===== config.mk =====
export PLATFORM = sky130hd
export DESIGN_NAME = difftest_mmio_skip_tracker
export DESIGN_NICKNAME = d
export VERILOG_FILES = /design/src/rtl/difftest_mmio_skip_tracker.sv
export SDC_FILE = /design/constraint.sdc
export NUM_CORES = 2
export LEC_CHECK = 0
export BUFFER_PORTS_ARGS = -buffer_cell sky130_fd_sc_hd__clkbuf_2
export CAP_MARGIN = 20
export CORE_AREA = 5 5 316 318
export CTS_CLUSTER_SIZE = 25
export DETAILED_ROUTE_END_ITERATION = 7
export DIE_AREA = 0 0 321 323
export SYNTH_ARGS = -nofsm -noshare
export SYNTH_HDL_FRONTEND = slang
export SYNTH_SLANG_ARGS = --single-unit

===== constraint.sdc =====
create_clock -name clock -period 7.95 [get_ports clock]
set_input_delay 2.385 -clock clock [delete_from_list [all_inputs] [get_ports clock]]
set_output_delay 2.385 -clock clock [all_outputs]
set_load 0.1 [all_outputs]

===== src/rtl/difftest_mmio_skip_tracker.sv =====
// Tags each LSU-retired instruction with the MMIO windows its dcache AR/AW handshakes hit,
// queues the tags in order and presents the head to the difftest probe as io_skip at WB commit.
module difftest_mmio_skip_tracker #(
  parameter int ADDR_W = 64,
  parameter int NREG   = 5,
  parameter int DEPTH  = 4,
  parameter int CNT_W  = 32
) (
  input  logic                     clock,
  input  logic                     rst_n,
  input  logic [NREG*ADDR_W-1:0]   reg_base,
  input  logic [NREG*ADDR_W-1:0]   reg_limit,
  input  logic [NREG-1:0]          reg_en,
  input  logic                     ar_valid,
  input  logic                     ar_ready,
  input  logic [ADDR_W-1:0]        ar_addr,
  input  logic                     aw_valid,
  input  logic                     aw_ready,
  input  logic [ADDR_W-1:0]        aw_addr,
  input  logic                     ls_done,
  input  logic                     commit_valid,
  input  logic                     flush,
  output logic                     skip,
  output logic                     skip_is_load,
  output logic                     skip_is_store,
  output logic [$clog2(DEPTH):0]   occupancy,
  output logic [CNT_W-1:0]         skip_cnt,
  output logic                     err_overflow,
  output logic                     err_underflow
);

  localparam int PTR_W = $clog2(DEPTH);
  localparam logic [PTR_W:0] PTR_ONE = 1;
  localparam logic [CNT_W-1:0] CNT_ONE = 1;

  logic [NREG-1:0]  ar_match;
  logic [NREG-1:0]  aw_match;
  logic             ld_hit;
  logic             st_hit;
  logic             pend_ld;
  logic             pend_st;
  logic             tag_ld;
  logic             tag_st;
  logic             push;
  logic             pop;
  logic             empty;
  logic             full;
  logic             bypass;
  logic             do_write;
  logic             do_read;
  logic             underflow_evt;
  logic             overflow_evt;
  logic             head_ld;
  logic             head_st;
  logic             out_valid;
  logic [PTR_W:0]   wr_ptr;
  logic [PTR_W:0]   rd_ptr;
  logic [DEPTH-1:0] fifo_ld;
  logic [DEPTH-1:0] fifo_st;

  // An empty window (limit <= base) falls out of the compare naturally.
  always_comb begin
    ar_match = '0;
    aw_match = '0;
    for (int i = 0; i < NREG; i++) begin
      ar_match[i] = reg_en[i]
                    && (ar_addr >= reg_base[i*ADDR_W +: ADDR_W])
                    && (ar_addr <  reg_limit[i*ADDR_W +: ADDR_W]);
      aw_match[i] = reg_en[i]
                    && (aw_addr >= reg_base[i*ADDR_W +: ADDR_W])
                    && (aw_addr <  reg_limit[i*ADDR_W +: ADDR_W]);
    end
  end

  always_comb begin
    ld_hit        = ar_valid && ar_ready && (|ar_match);
    st_hit        = aw_valid && aw_ready && (|aw_match);
    tag_ld        = pend_ld || ld_hit;
    tag_st        = pend_st || st_hit;
    push          = ls_done && !flush;
    pop           = commit_valid && !flush;
    empty         = (wr_ptr == rd_ptr);
    full          = (wr_ptr[PTR_W] != rd_ptr[PTR_W])
                    && (wr_ptr[PTR_W-1:0] == rd_ptr[PTR_W-1:0]);
    bypass        = empty && push && pop;
    do_read       = pop && !empty;
    do_write      = push && !bypass && (!full || pop);
    underflow_evt = pop && empty && !push;
    overflow_evt  = push && full && !pop;
  end

  // When empty, the only legal head is the tag arriving this cycle.
  always_comb begin
    head_ld = fifo_ld[rd_ptr[PTR_W-1:0]];
    head_st = fifo_st[rd_ptr[PTR_W-1:0]];
    if (empty) begin
      head_ld = tag_ld;
      head_st = tag_st;
    end
    out_valid     = rst_n && pop && (!empty || push);
    skip_is_load  = out_valid && head_ld;
    skip_is_store = out_valid && head_st;
    skip          = skip_is_load || skip_is_store;
    occupancy     = wr_ptr - rd_ptr;
  end

  always_ff @(posedge clock or negedge rst_n) begin
    if (!rst_n) begin
      pend_ld <= 1'b0;
      pend_st <= 1'b0;
    end else if (ls_done || flush) begin
      pend_ld <= 1'b0;
      pend_st <= 1'b0;
    end else begin
      pend_ld <= pend_ld || ld_hit;
      pend_st <= pend_st || st_hit;
    end
  end

  always_ff @(posedge clock or negedge rst_n) begin
    if (!rst_n) begin
      wr_ptr <= '0;
      rd_ptr <= '0;
    end else if (flush) begin
      wr_ptr <= '0;
      rd_ptr <= '0;
    end else begin
      if (do_write) wr_ptr <= wr_ptr + PTR_ONE;
      if (do_read)  rd_ptr <= rd_ptr + PTR_ONE;
    end
  end

  // On full push+pop the tail slot is the head slot; the head is read before the edge overwrites it.
  always_ff @(posedge clock) begin
    if (do_write && !flush) begin
      fifo_ld[wr_ptr[PTR_W-1:0]] <= tag_ld;
      fifo_st[wr_ptr[PTR_W-1:0]] <= tag_st;
    end
  end

  always_ff @(posedge clock or negedge rst_n) begin
    if (!rst_n) begin
      skip_cnt      <= '0;
      err_overflow  <= 1'b0;
      err_underflow <= 1'b0;
    end else begin
      if (skip && !(&skip_cnt)) skip_cnt <= skip_cnt + CNT_ONE;
      if (overflow_evt)  err_overflow  <= 1'b1;
      if (underflow_evt) err_underflow <= 1'b1;
    end
  end

endmodule


# After elaboration in Yosys (flattened, before gate mapping)

Cells that the tools add are included.

Bits in registers: 50
Input port bits: 782
Output and inout port bits: 40
Logic and storage cells: 116

Add/subtract/negate cells: 4
Order comparisons: 23
Equality and inequality tests: 3
Multiplexer cells: 16
Reduce and logical (&&, ||, !) cells: 61

Operators with widths:

| operator                                                                             | number |
|---|---|
| 64-bit greater-or-equal comparator                                                   | 10 |
| 64-bit < comparator                                                                  | 10 |
| 1-bit logical AND                                                                    | 43 |
| 32-bit by 1-bit adder with 32-bit output (second input constant)                     | 1 |
| 32-bit AND reduction                                                                 | 1 |
| 3-bit two-way mux                                                                    | 4 |
| 5-bit OR reduction                                                                   | 2 |
| 4-bit bitwise mux                                                                    | 2 |
| 1-bit zero test                                                                      | 7 |
| 1-bit two-way mux                                                                    | 7 |
| 3-bit by 1-bit adder with 3-bit output (second input constant)                       | 2 |
| 1-bit logical OR                                                                     | 6 |
| 2-bit by 3-bit < comparator with 1-bit output (second input constant)                | 2 |
| 1-bit binary-select mux with 2-bit select                                            | 2 |
| 2-bit nonzero test                                                                   | 2 |
| 3-bit equality test                                                                  | 1 |
| 3-bit subtractor                                                                     | 1 |
| 1-bit demux with 2-bit select                                                        | 1 |
| 2-bit equality test                                                                  | 1 |
| 2-bit by 1-bit greater-or-equal comparator with 1-bit output (second input constant) | 1 |
| 1-bit != test                                                                        | 1 |

# Longest topological paths before layout

Word-level depth: 10
Depth in mapped cells: 15

# Worst setup path before layout

OpenSTA, ideal clock, no wires.

Kind: input to output
Start: input reg_base[86]
End: output skip_is_store
Data arrival time: 5.988 ns
Setup slack: -0.423 ns
Stages: 12
Cells stage by stage: inv_1 -> ha_1 -> nand4_1 -> nor4_1 -> a22oi_1 -> a41o_1 -> a2111oi_0 -> o211ai_1 -> a41oi_1 -> or2_2 -> nand3_1 -> a21oi_1

Cells in the longest elaborated chain, start to end: 8

Ends and longest elaborated chain:

| item                               | line | text |
|---|---|---|
| start: declaration                 | 11   | `input logic [NREG*ADDR_W-1:0] reg_base,` |
| 64-bit greater-or-equal comparator | 70   | `&& (aw_addr >= reg_base[i*ADDR_W +: ADDR_W])` |
| 1-bit logical AND                  | 70   |  |
| 1-bit logical AND                  | 71   | `&& (aw_addr < reg_limit[i*ADDR_W +: ADDR_W]);` |
| 5-bit OR reduction                 | 77   | `st_hit = aw_valid && aw_ready && (\|aw_match);` |
| 1-bit logical AND                  | 77   |  |
| 1-bit logical OR                   | 79   | `tag_st = pend_st \|\| st_hit;` |
| via tag_st                         | 43   | `logic tag_st;` |
| 1-bit two-way mux                  | 96   | `if (empty) begin` |
| 1-bit logical AND                  | 102  | `skip_is_store = out_valid && head_st;` |
| end: declaration                   | 25   | `output logic skip_is_store,` |

The timed path passes the listed nets, and every way through them passes these cells.

# Worst setup path after layout

Start: input reg_base[25]
End: output skip

Cells in the longest elaborated chain, start to end: 9

Ends and longest elaborated chain:

| item                               | line | text |
|---|---|---|
| 64-bit greater-or-equal comparator | 67   | `&& (ar_addr >= reg_base[i*ADDR_W +: ADDR_W])` |
| 1-bit logical AND                  | 67   |  |
| 1-bit logical AND                  | 68   | `&& (ar_addr < reg_limit[i*ADDR_W +: ADDR_W]);` |
| 5-bit OR reduction                 | 76   | `ld_hit = ar_valid && ar_ready && (\|ar_match);` |
| 1-bit logical AND                  | 76   |  |
| 1-bit logical OR                   | 78   | `tag_ld = pend_ld \|\| ld_hit;` |
| via tag_ld                         | 42   | `logic tag_ld;` |
| 1-bit two-way mux                  | 96   |  |
| 1-bit logical AND                  | 101  | `skip_is_load = out_valid && head_ld;` |
| 1-bit logical OR                   | 103  | `skip = skip_is_load \|\| skip_is_store;` |
| end: declaration                   | 23   | `output logic skip,` |

The timed path passes the listed nets, and every way through them passes these cells.

==> impl_results.md <==
* Outcome: finished clean
* Largest net degree at the start of global routing at 43
* Yosys top cell area share at 50.4%
* Largest stage delay, worst path at 0.36 ns
* DRC at 0
* Core Region at 96300 µm²
* Die Wd at 321 µm
* Post-layout min period at 7.94 ns
* Worst setup margin at 0.00550 ns
* Initial drt markers at 2361
* Power, Total at 3.26 mW
* Reg clk slew, reported paths at 0.06 ns
* CTS Root Cell: clkbuf_16
* Skew final at 0.0117 ns
* Post-Layout Inst Area at 43800 µm²
* Detail Route Antenna Nets at 0
* Max clock buf depth at 2
* Asr flop ratio synth at 84.0%
* GR Util All Layers at 30.7%
* CP Max Fanout at 2
* Synthesized flop and latch total at 50
* Die area at 104000 µm²
* Most Frequent Cell on Critical Path: a21oi_2
* Distinct cells, synth at 77
* PortBufs at 821
* RSZ-0062 raised after global routing: true
* Clock sink count at 50
* Area Overhead vs Synth at 38.0%
* WP buf/inv at 4
* Clock latency at the later pin of the worst-skew pair at 0.30 ns
* Maximum vdd drop at 0.000121 V
* Most common library cells after synthesis: ha_1 (1278), inv_1 (656), a21oi_1 (402)
* CTS tree: yes
* Fraction of the yosys area taken by sequential cells at 4.07%
* Number of global-route vias before repair at 37000
* Slew headroom at 31.9%
* Fillers at 9764
* Static Leak at 25.5 nW
* FP Rows at 114
* Initial antenna violation count at 32
* Gr ovfl total at 0
* # Max-Cap Violations at 0
* Cell with the most instances after synthesis: ha_1
* IO Pins at 822
* Total internal power at 1.54 mW
* Slew Viols, Final at 0
* Switching share of total power at 52.8%
* Final Setup Violations at 0
* Syn. warnings at 0
* Global-route wire length before repair at 239 mm
* Yosys top cell by area: ha_1
* Non-Filler Instances at 6785
* Synth Instances at 4046
* Switching power total at 1.72 mW
* Initial Util at 33.0%
* Crit path max-delay cell type: a221oi_1
* Placement Setup Slack at -1.08 ns
* 1st-pass router iterations at 5
* PD cells at 74.3 nW/µm²
* Critical Path Sink Type: output pin
* WL final at 170 mm
* Die height at 323 µm
* FMAX at 0.126 GHz
* # nets final at 7545
* Fin crit share at 99.9%
* Data required, critical path at 5.57 ns
* Vias post-DR at 37000
* Total CTS buffers at 5
* Main area contributors after synthesis: ha_1 (50%), inv_1 (7.8%), a21oi_1 (6.3%), a21o_1 (5.6%), nand4_1 (3.8%)
* Worst hold-check path type: reg2reg
* Avg Cell Area, Syn at 7.85 µm²
* Post-synth EDFFs at 8
* Slew @ Worst Pin at 1.01 ns
* Crit path cell chain: clkbuf_2 -> inv_1 -> ha_1 -> and4_1 -> nor4bb_1 -> a221oi_1 -> buf_4 -> o221ai_1 -> a211oi_4 -> nand3_1 -> a21oi_2 -> a41oi_4 -> o311ai_4 -> a21oi_2 -> buf_12
* H-tree depth at 2
* Hold buffers post-CTS at 0
* Avg WL per Cell at 25.0 µm
* DR vias/cell at 5.46
* Cell Area, Synth at 31700 µm²
* Main flop type after synthesis: dfrtp_1
* CP startpoint kind: primary input
* Syn Nets at 6107
* CP Class: in2out
* Worst EP arrival at 5.56 ns
* Final Hold Fails at 0
* GP Congestion at 0.983
* Area of placed instances at 42200 µm²
* Layout cells sized above 1 at 29.5%
* DP Wirelength at 155 mm
* Dpl cells at 6745
* Sequential power share at 9.3%
* Clk pwr share at 7.6%
* CP top delay family: compound AO/OA/AOI/OAI gates
* Comb power frac at 83.1%
-- cells in the final DEF, fill, tap and decap left out, types with 152 or more instances in the layout --
master,n
nand4_1,194
inv_1,647
ha_1,1253
nor2_1,152
a21oi_1,382
clkbuf_2,780
o21ai_0,176
a21o_1,234
nand2_1,264
buf_4,594
-- power groups by stage --
| stage | Clock, mW | Combinational (mW) | Sequential, mW |
|---|---|---|---|
| 2_1_floorplan | 0 | 1.28 | 0.372 |
| 5_1_grt | 0.260 | 2.97 | 0.306 |
| 3_5_place_dp | 0 | 2.56 | 0.308 |
| 6_report | 0.248 | 2.70 | 0.303 |
| 3_3_place_gp | 0 | 2.51 | 0.307 |
| 4_1_cts | 0.247 | 2.62 | 0.303 |
-- area by class of cell --
cell class	count	area (µm²)	share of cell area [%]
Timing Repair Buffer	1438	9090	20.7
Sequential cell	50	1290	2.95
Antenna cell	24	60.1	0.137
Clock buffer	7	164	0.374
Inverter	656	2470	5.63
Tap cell	1276	1600	3.64
Clock inverter	1	8.76	0.0200
Multi-Input combinational cell	3333	29100	66.5
-- sequential cells by signal, summed over array words and instances (netlist names) --
register and flops:
err_overflow 1, err_underflow 1, fifo_ld 4, fifo_st 4
pend_ld 1, pend_st 1, rd_ptr 3, skip_cnt 32
wr_ptr 3
-- what timing repair did --
item / CTS / global route
pin swaps: 46 / 66
endpoints found under the setup margin: 3 / 3
gates resized for setup: 127 / 173
buffers inserted: 5 / 9
-- cells by family (layout without fill, tap and decap cells) --
| logic type | Yosys count | count (layout) | share of synthesized area (%) |
|---|---|---|---|
| compound gates | 1082 | 1082 | 21.4 |
| xor+xnor | 36 | 36 | 0.993 |
| fa+ha+maj | 1279 | 1279 | 50.4 |
| buf+inv | 663 | 2102 | 7.87 |
| flops | 50 | 50 | 4.07 |
| mux | 4 | 4 | 0.225 |
| other cells | 0 | 24 | 0 |
| simple gates | 932 | 932 | 15.0 |
-- metrics by stage --
step	hold WS [ns]	setup TNS (ns)	utilization, %
5_1_grt	0.500	-0.252	45.5
3_3_place_gp	0.463	-2.48	43.8
3_5_place_dp	0.466	-2.74	43.8
4_1_cts	0.481	-0.00537	44.6
2_1_floorplan	0.525	0	-
6_report	0.479	0	45.5
-- path summary, 6_finish.rpt --
kind	start	end	slack, ns	cells past startpoint
worst max-delay path	reg_base[25]	skip	0.006	15
worst min-delay path	err_underflow	err_underflow	0.48	1
worst max register to register	skip_cnt[3]	skip_cnt[1]	5.31	9
worst min register to register	err_underflow	err_underflow	0.48	1
max in group asynchronous	rst_n	rd_ptr[2]	5.34	2
min in group asynchronous	rst_n	skip_cnt[18]	2.21	2
-- per-layer routing --
| metal | vias up | global-route usage, % | share of wire [%] |
|---|---|---|---|
| met1 | 17400 | 37.9 | 41 |
| met5 | - | 0 | 0.045 |
| met3 | 258 | 3.49 | 5.9 |
| met2 | 1387 | 55.0 | 48 |
| li1 | 18000 | - | - |
| met4 | 12 | 11.5 | 5.0 |
-- worst register-to-register path: cells and delay by family (launching register included) --
family                 cells  cell delay [ns]
multiplexers               1             0.33
flip-flops                 1             0.46
buffers and inverters      1             0.21
AO/OA/AOI/OAI              2             0.34
AND/OR/NAND/NOR            5             1.19
No activity file was read; power rests on OpenSTA's default activity.
